**src/rtl/data_memory_ctrl_if.sv**
```systemverilog
// Request/response bus of the RV32 data memory.
// Handshake: a request is accepted on a rising edge where req_valid_in & req_ready_out;
// the master holds all request fields stable while req_valid_in is high, and the
// response (resp_valid_out pulse with read_data_out/fault_out) appears one cycle later.
interface data_memory_ctrl_if #(
  parameter int ADDR_WIDTH = 7
);
  logic                  en_data_mem;
  logic                  req_valid_in;
  logic                  req_ready_out;
  logic                  write_en_in;
  logic [2:0]            funct3_in;
  logic [ADDR_WIDTH-1:0] addr_in;
  logic [31:0]           write_data_in;
  logic                  resp_valid_out;
  logic [31:0]           read_data_out;
  logic                  fault_out;

  modport slave (
    input  en_data_mem, req_valid_in, write_en_in, funct3_in, addr_in, write_data_in,
    output req_ready_out, resp_valid_out, read_data_out, fault_out
  );

  modport master (
    output en_data_mem, req_valid_in, write_en_in, funct3_in, addr_in, write_data_in,
    input  req_ready_out, resp_valid_out, read_data_out, fault_out
  );
endinterface

```
**src/rtl/data_memory_ctrl.sv**
```systemverilog
// Word-organised byte-lane data RAM executing RV32 loads/stores with a registered response.
// Optional post-reset zeroing sweep enabled by defining DMEM_CLEAR_ON_RESET_EN.
module data_memory_ctrl #(
  parameter int    DEPTH      = 32,
  parameter int    ADDR_WIDTH = 7,
  parameter string INIT_FILE  = ""
) (
  input  logic                Clock,
  input  logic                reset_n,
  data_memory_ctrl_if.slave   bus,
  output logic                state_dbg
);
  localparam int WORD_W = ADDR_WIDTH - 2;

  typedef enum logic {ST_CLEAR = 1'b0, ST_READY = 1'b1} state_t;

  state_t state, state_nxt;
  logic [31:0] mem [DEPTH];

  logic              clr_we;
  logic [WORD_W-1:0] clr_idx;

`ifdef DMEM_CLEAR_ON_RESET_EN
  always_ff @(posedge Clock or negedge reset_n) begin
    if (!reset_n) begin
      state   <= ST_CLEAR;
      clr_idx <= '0;
    end else begin
      state <= state_nxt;
      if (state == ST_CLEAR) clr_idx <= clr_idx + WORD_W'(1);
    end
  end

  always_comb begin
    state_nxt = state;
    if (state == ST_CLEAR && clr_idx == WORD_W'(DEPTH - 1)) state_nxt = ST_READY;
  end

  assign clr_we = (state == ST_CLEAR) & reset_n;
`else
  always_ff @(posedge Clock or negedge reset_n) begin
    if (!reset_n) state <= ST_READY;
    else          state <= state_nxt;
  end

  always_comb begin
    state_nxt = state;
  end

  assign clr_we  = 1'b0;
  assign clr_idx = '0;
`endif

  assign state_dbg         = (state == ST_READY);
  assign bus.req_ready_out = (state == ST_READY) & bus.en_data_mem & reset_n;

  logic              accept;
  logic [WORD_W-1:0] word_idx;
  logic [1:0]        offset;
  logic              size_b, size_h, size_w, illegal, misaligned, req_fault, st_we;
  logic [3:0]        lane_en;
  logic [31:0]       st_data, rd_word, rd_shift, load_val;

  assign accept   = bus.req_valid_in & bus.req_ready_out;
  assign word_idx = bus.addr_in[ADDR_WIDTH-1:2];
  assign offset   = bus.addr_in[1:0];

  always_comb begin
    size_b     = (bus.funct3_in[1:0] == 2'b00);
    size_h     = (bus.funct3_in[1:0] == 2'b01);
    size_w     = (bus.funct3_in == 3'b010);
    // Stores have no unsigned variants, so funct3[2] is illegal for them.
    illegal    = !(size_b || size_h || size_w) || (bus.write_en_in && bus.funct3_in[2]);
    misaligned = (size_h && offset[0]) || (size_w && offset != 2'b00);
    req_fault  = illegal || misaligned;
    st_we      = accept && bus.write_en_in && !req_fault;

    lane_en = 4'b1111;
    st_data = bus.write_data_in;
    if (size_b) begin
      lane_en = 4'b0001 << offset;
      st_data = {4{bus.write_data_in[7:0]}};
    end else if (size_h) begin
      lane_en = 4'b0011 << offset;
      st_data = {2{bus.write_data_in[15:0]}};
    end

    rd_word  = mem[word_idx];
    rd_shift = rd_word >> {offset, 3'b000};
    case (bus.funct3_in)
      3'b000:  load_val = {{24{rd_shift[7]}}, rd_shift[7:0]};
      3'b100:  load_val = {24'd0, rd_shift[7:0]};
      3'b001:  load_val = {{16{rd_shift[15]}}, rd_shift[15:0]};
      3'b101:  load_val = {16'd0, rd_shift[15:0]};
      3'b010:  load_val = rd_shift;
      default: load_val = 32'd0;
    endcase
  end

  // The array itself is never reset so its contents survive reset_n.
  always_ff @(posedge Clock) begin
    if (clr_we) begin
      mem[clr_idx] <= 32'd0;
    end else if (st_we) begin
      for (int i = 0; i < 4; i++) begin
        if (lane_en[i]) mem[word_idx][8*i +: 8] <= st_data[8*i +: 8];
      end
    end
  end

  always_ff @(posedge Clock or negedge reset_n) begin
    if (!reset_n) begin
      bus.resp_valid_out <= 1'b0;
      bus.read_data_out  <= 32'd0;
      bus.fault_out      <= 1'b0;
    end else begin
      bus.resp_valid_out <= accept;
      if (accept) begin
        bus.fault_out     <= req_fault;
        bus.read_data_out <= (req_fault || bus.write_en_in) ? 32'd0 : load_val;
      end
    end
  end
endmodule

```
**src/flat_wrapper.sv**
```systemverilog
// flat-port wrapper written by rule: the top's interface ports become plain ports
module data_memory_ctrl_flat 
#(
  parameter int    DEPTH      = 32,
  parameter int    ADDR_WIDTH = 7,
  parameter string INIT_FILE  = ""
)
  (Clock, reset_n, state_dbg, bus_en_data_mem, bus_req_valid_in, bus_write_en_in, bus_funct3_in, bus_addr_in, bus_write_data_in, bus_req_ready_out, bus_resp_valid_out, bus_read_data_out, bus_fault_out);
  data_memory_ctrl_if #(.ADDR_WIDTH(ADDR_WIDTH)) bus_i ();
  input  logic Clock;
  input  logic reset_n;
  output logic state_dbg;
  input wire logic [$bits(bus_i.en_data_mem)-1:0] bus_en_data_mem;
  input wire logic [$bits(bus_i.req_valid_in)-1:0] bus_req_valid_in;
  input wire logic [$bits(bus_i.write_en_in)-1:0] bus_write_en_in;
  input wire logic [$bits(bus_i.funct3_in)-1:0] bus_funct3_in;
  input wire logic [$bits(bus_i.addr_in)-1:0] bus_addr_in;
  input wire logic [$bits(bus_i.write_data_in)-1:0] bus_write_data_in;
  output wire logic [$bits(bus_i.req_ready_out)-1:0] bus_req_ready_out;
  output wire logic [$bits(bus_i.resp_valid_out)-1:0] bus_resp_valid_out;
  output wire logic [$bits(bus_i.read_data_out)-1:0] bus_read_data_out;
  output wire logic [$bits(bus_i.fault_out)-1:0] bus_fault_out;
  assign bus_i.en_data_mem = bus_en_data_mem;
  assign bus_i.req_valid_in = bus_req_valid_in;
  assign bus_i.write_en_in = bus_write_en_in;
  assign bus_i.funct3_in = bus_funct3_in;
  assign bus_i.addr_in = bus_addr_in;
  assign bus_i.write_data_in = bus_write_data_in;
  assign bus_req_ready_out = bus_i.req_ready_out;
  assign bus_resp_valid_out = bus_i.resp_valid_out;
  assign bus_read_data_out = bus_i.read_data_out;
  assign bus_fault_out = bus_i.fault_out;
  data_memory_ctrl #(.DEPTH(DEPTH), .ADDR_WIDTH(ADDR_WIDTH), .INIT_FILE(INIT_FILE)) u_core (.Clock(Clock), .reset_n(reset_n), .bus(bus_i), .state_dbg(state_dbg));
endmodule
```
**config.mk**
```make
export PLATFORM = sky130hd
export DESIGN_NAME = data_memory_ctrl_flat
export DESIGN_NICKNAME = d
export VERILOG_FILES = /design/src/rtl/data_memory_ctrl_if.sv /design/src/rtl/data_memory_ctrl.sv /design/src/flat_wrapper.sv
export SDC_FILE = /design/constraint.sdc
export NUM_CORES = 1
export LEC_CHECK = 0
export BUFFER_PORTS_ARGS = -buffer_cell sky130_fd_sc_hd__buf_2
export CAP_MARGIN = 20
export CORE_UTILIZATION = 30
export DETAILED_ROUTE_END_ITERATION = 12
export GPL_TIMING_DRIVEN = 0
export PLACE_DENSITY = 0.55
export SYNTH_ARGS = -nofsm -noshare
export SYNTH_HDL_FRONTEND = slang
export SYNTH_SLANG_ARGS = --single-unit
```
**constraint.sdc**
```tcl
create_clock -name Clock -period 5.5 [get_ports Clock]
set_input_delay 0.825 -clock Clock [delete_from_list [all_inputs] [get_ports Clock]]
set_output_delay 0.825 -clock Clock [all_outputs]
set_load 0.1 [all_outputs]
```
==> results.sh <==
export IMPL_r2r_slack_ns=2.29
export IMPL_final_max_slew_viol_count=0
export IMPL_switching_power_mw=3.99
export IMPL_synthArstFlopShare_pct=3.21
export IMPL_fin_skew_ns=0.0294
export IMPL_start_util_pct=30.3
export IMPL_drv_cap=0
export IMPL_clkLatencyLatePin_ns=0.70
export IMPL_fillers=12924
export IMPL_post_cts_buffers=0
export IMPL_worst_slack_ns=0.937
export IMPL_cts_resized=0
export IMPL_cts_sinks=1058
export IMPL_synth_fp_nets=2417
export IMPL_syn_inst=2366
export IMPL_combinationalPowerShare_pct=6.5
export IMPL_pwr_share_clk_pct=42.2
export IMPL_nNetsFinal=2664
export IMPL_syn2layout_area_growth_pct=16.3
export IMPL_hold_path_class="primary input to asynchronous set/reset pin"
export IMPL_final_common_cell="edfxtp_1"
export IMPL_synth_area_mux_share_pct=13.8
export IMPL_synth_edf_count=1024
export IMPL_fp_dieH_um=375
export IMPL_hpwl_um=97600
export IMPL_antenna_found_initial=8
export IMPL_grt_start_max_net_pins=36
export IMPL_synth_main_ff_cell="edfxtp_1"
export IMPL_fmax_mhz=219
export IMPL_ant_nets=0
export IMPL_die_area_um2=141000
export IMPL_finalHoldViolations=0
export IMPL_worstMarginPinSlew_ns=1.26
export IMPL_fin_crit_ns=4.56
export IMPL_fin_area_um2=48600
export IMPL_power_density_nw_per_um2=358
export IMPL_ys_seq_area_share_pct=75.6
export IMPL_worstSetupPathType="primary input to register"
export IMPL_finalSetupViolCount=0
export IMPL_placed_area_um2=45000
export IMPL_cp_arrival_ns=4.86
export IMPL_cts_buffer_depth=3
export IMPL_drt_initial_drc_count=3342
export IMPL_grt_pass1_vias=22711
export IMPL_gr_total_overflow=0
export IMPL_synth_top_area_cell="edfxtp_1"
export IMPL_dpl_worst_slack_ns=0.275
export IMPL_cts_made_buffers=107
export IMPL_clk_pin_slew_ns=0.06
export IMPL_ys_warn_count=0
export IMPL_rsz0062_at_grt="false"
export IMPL_hold_buffers=0
export IMPL_grt_pass1_wl_um=189000
export IMPL_start_kind="primary input"
export IMPL_io_pins=83
export IMPL_synth_compound_area_share_pct=4.48
export IMPL_synth_area_per_cell_um2=17.7
export IMPL_yosysTopAreaCellShare_pct=73.6
export IMPL_synth_top_family_by_area="multiplexers"
export IMPL_yosys_area_share_simple_pct=4.26
export IMPL_synth_seq_cells=1058
export IMPL_cp_max_fo=10
export IMPL_grt_use_total_pct=19.6
export IMPL_cts_tree="done"
export IMPL_sw_frac_of_total_pct=22.9
export IMPL_portBuffers=79
export IMPL_die_width_um=375
export IMPL_synth_area_top_cells="edfxtp_1 74%, mux2i_1 9.8%, mux4_2 3.3%"
export IMPL_wl_um=141000
export IMPL_total_power_mw=17.4
export IMPL_post_route_util_pct=35.3
export IMPL_endpoint_kind="register"
export IMPL_internal_power_mw=13.4
export IMPL_h_tree_depth=3
export IMPL_num_rows=136
export IMPL_wl_per_cell_um=31.4
export IMPL_fin_hold_ws_ns=0.220
export IMPL_vias_per_cell=5.41
export IMPL_first_pass_iters=8
export IMPL_status="complete, no violations"
export IMPL_synth_fa_ha_area_share_pct=0.120
export IMPL_route_detailed_drc=0
export IMPL_synth_distinct_cells=47
export IMPL_peakVddDrop_uv=259
export IMPL_gp_routability_congestion=0.889
export IMPL_p_leak_nw=16.5
export IMPL_slew_headroom_pct=15.8
export IMPL_vias=24340
export IMPL_synth_area_um2=41800
export IMPL_layout_common_cells="1,024 x edfxtp_1, 408 x mux2i_1, 197 x o22ai_1"
export IMPL_cp_data_required_time_ns=5.80
export IMPL_drive_gt1_share_pct=17.7
export IMPL_synthXorXnorAreaFrac_pct=0
export IMPL_core_area_um2=138000
export IMPL_seqPwrFrac_pct=51.3
export IMPL_clockRootBuffer="clkbuf_16"
export IMPL_fin_crit_sh_pct=83.0
## layout make-up
type                    count  area, um2  share of cell area, %
multi-input cells        1152       9500                   19.5
clock buffers             130       2880                   5.92
diodes                      1       2.50                0.00515
clock inverters            67        623                   1.28
flip-flops and latches   1058      31600                   65.0
inverters                   8       30.0                 0.0618
well taps                1794       2240                   4.62
plain buffers             148        693                   1.43
repair buffers            138       1020                   2.10
## worst paths after layout
check	cells past startpoint	to	start
setup reg to reg	7	u_core.bus.read_data_out[22]	u_core.mem[15][15]
setup / recovery	10	u_core.mem[18][11]	bus_addr_in[3]
max in group asynchronous	1	u_core.bus.read_data_out[10]	reset_n
hold / removal	1	u_core.bus.read_data_out[19]	reset_n
min in group Clock	2	u_core.bus.read_data_out[19]	u_core.bus.read_data_out[19]
hold reg to reg	2	u_core.bus.read_data_out[19]	u_core.bus.read_data_out[19]
## power by group through the flow
| stage | Sequential (mW) | Clock [mW] | Combinational [mW] |
|---|---|---|---|
| 2_1_floorplan | 9.20 | 0 | 0.497 |
| 3_3_place_gp | 9.10 | 0 | 1.09 |
| 3_5_place_dp | 9.09 | 0 | 1.12 |
| 4_1_cts | 8.92 | 7.37 | 1.12 |
| 5_1_grt | 8.92 | 7.67 | 1.17 |
| 6_report | 8.92 | 7.34 | 1.14 |
## layer usage
layer	track usage [%]	routed length, um	vias to the layer above
li1	-	-	10026
met1	26.5	57700	12654
met2	30.4	63900	1374
met3	4.76	13700	274
met4	7.28	5740	12
met5	0	69	-
## critical path, stage by stage
cell	delay, ns
clkbuf_1	0.19
buf_4	0.32
buf_2	0.35
buf_2	0.36
buf_2	0.50
buf_2	0.42
nor2b_1	0.19
clkbuf_1	0.31
nand2_1	0.43
nor2_1	0.94
## state kept, by name, summed over array words and instances (netlist names)
register	cells
u_core.bus.read_data_out	32
u_core.bus.resp_valid_out	1
u_core.mem	1024
u_core.bus.fault_out	1
## cells in the mapped netlist, types with 5 or more instances
library cell and number:
o221ai_1 6, o21ai_0 17, dfrtp_1 34, buf_4 8
mux2_2 24, nor4_1 51, nand3_2 13, buf_2 56
mux2i_1 408, clkbuf_1 74, edfxtp_1 1024, a21oi_1 16
buf_6 5, nand2_1 89, nand4_1 8, nand4bb_1 6
a22oi_1 39, mux4_2 62, inv_1 6, nor2_1 147
o21ai_1 5, buf_1 5, nand3_1 15, o22ai_1 197
## through the flow
stage                     setup TNS, ns  instances
after global placement           -20.59       4239
after detailed placement              0       4293
final                                 0       4496
after CTS                             0       4490
after global routing                  0       4495
after floorplan                       0       2366
## logic make-up (layout without fill, tap and decap cells)
group           Yosys count  in the layout
fa+ha+maj                 4              4
simple gates            360            360
buf+inv                 156            491
compound gates          293            293
flops                  1058           1058
mux                     494            494
other cells               1              2
Note: power is estimated with default switching activity, not from simulation.
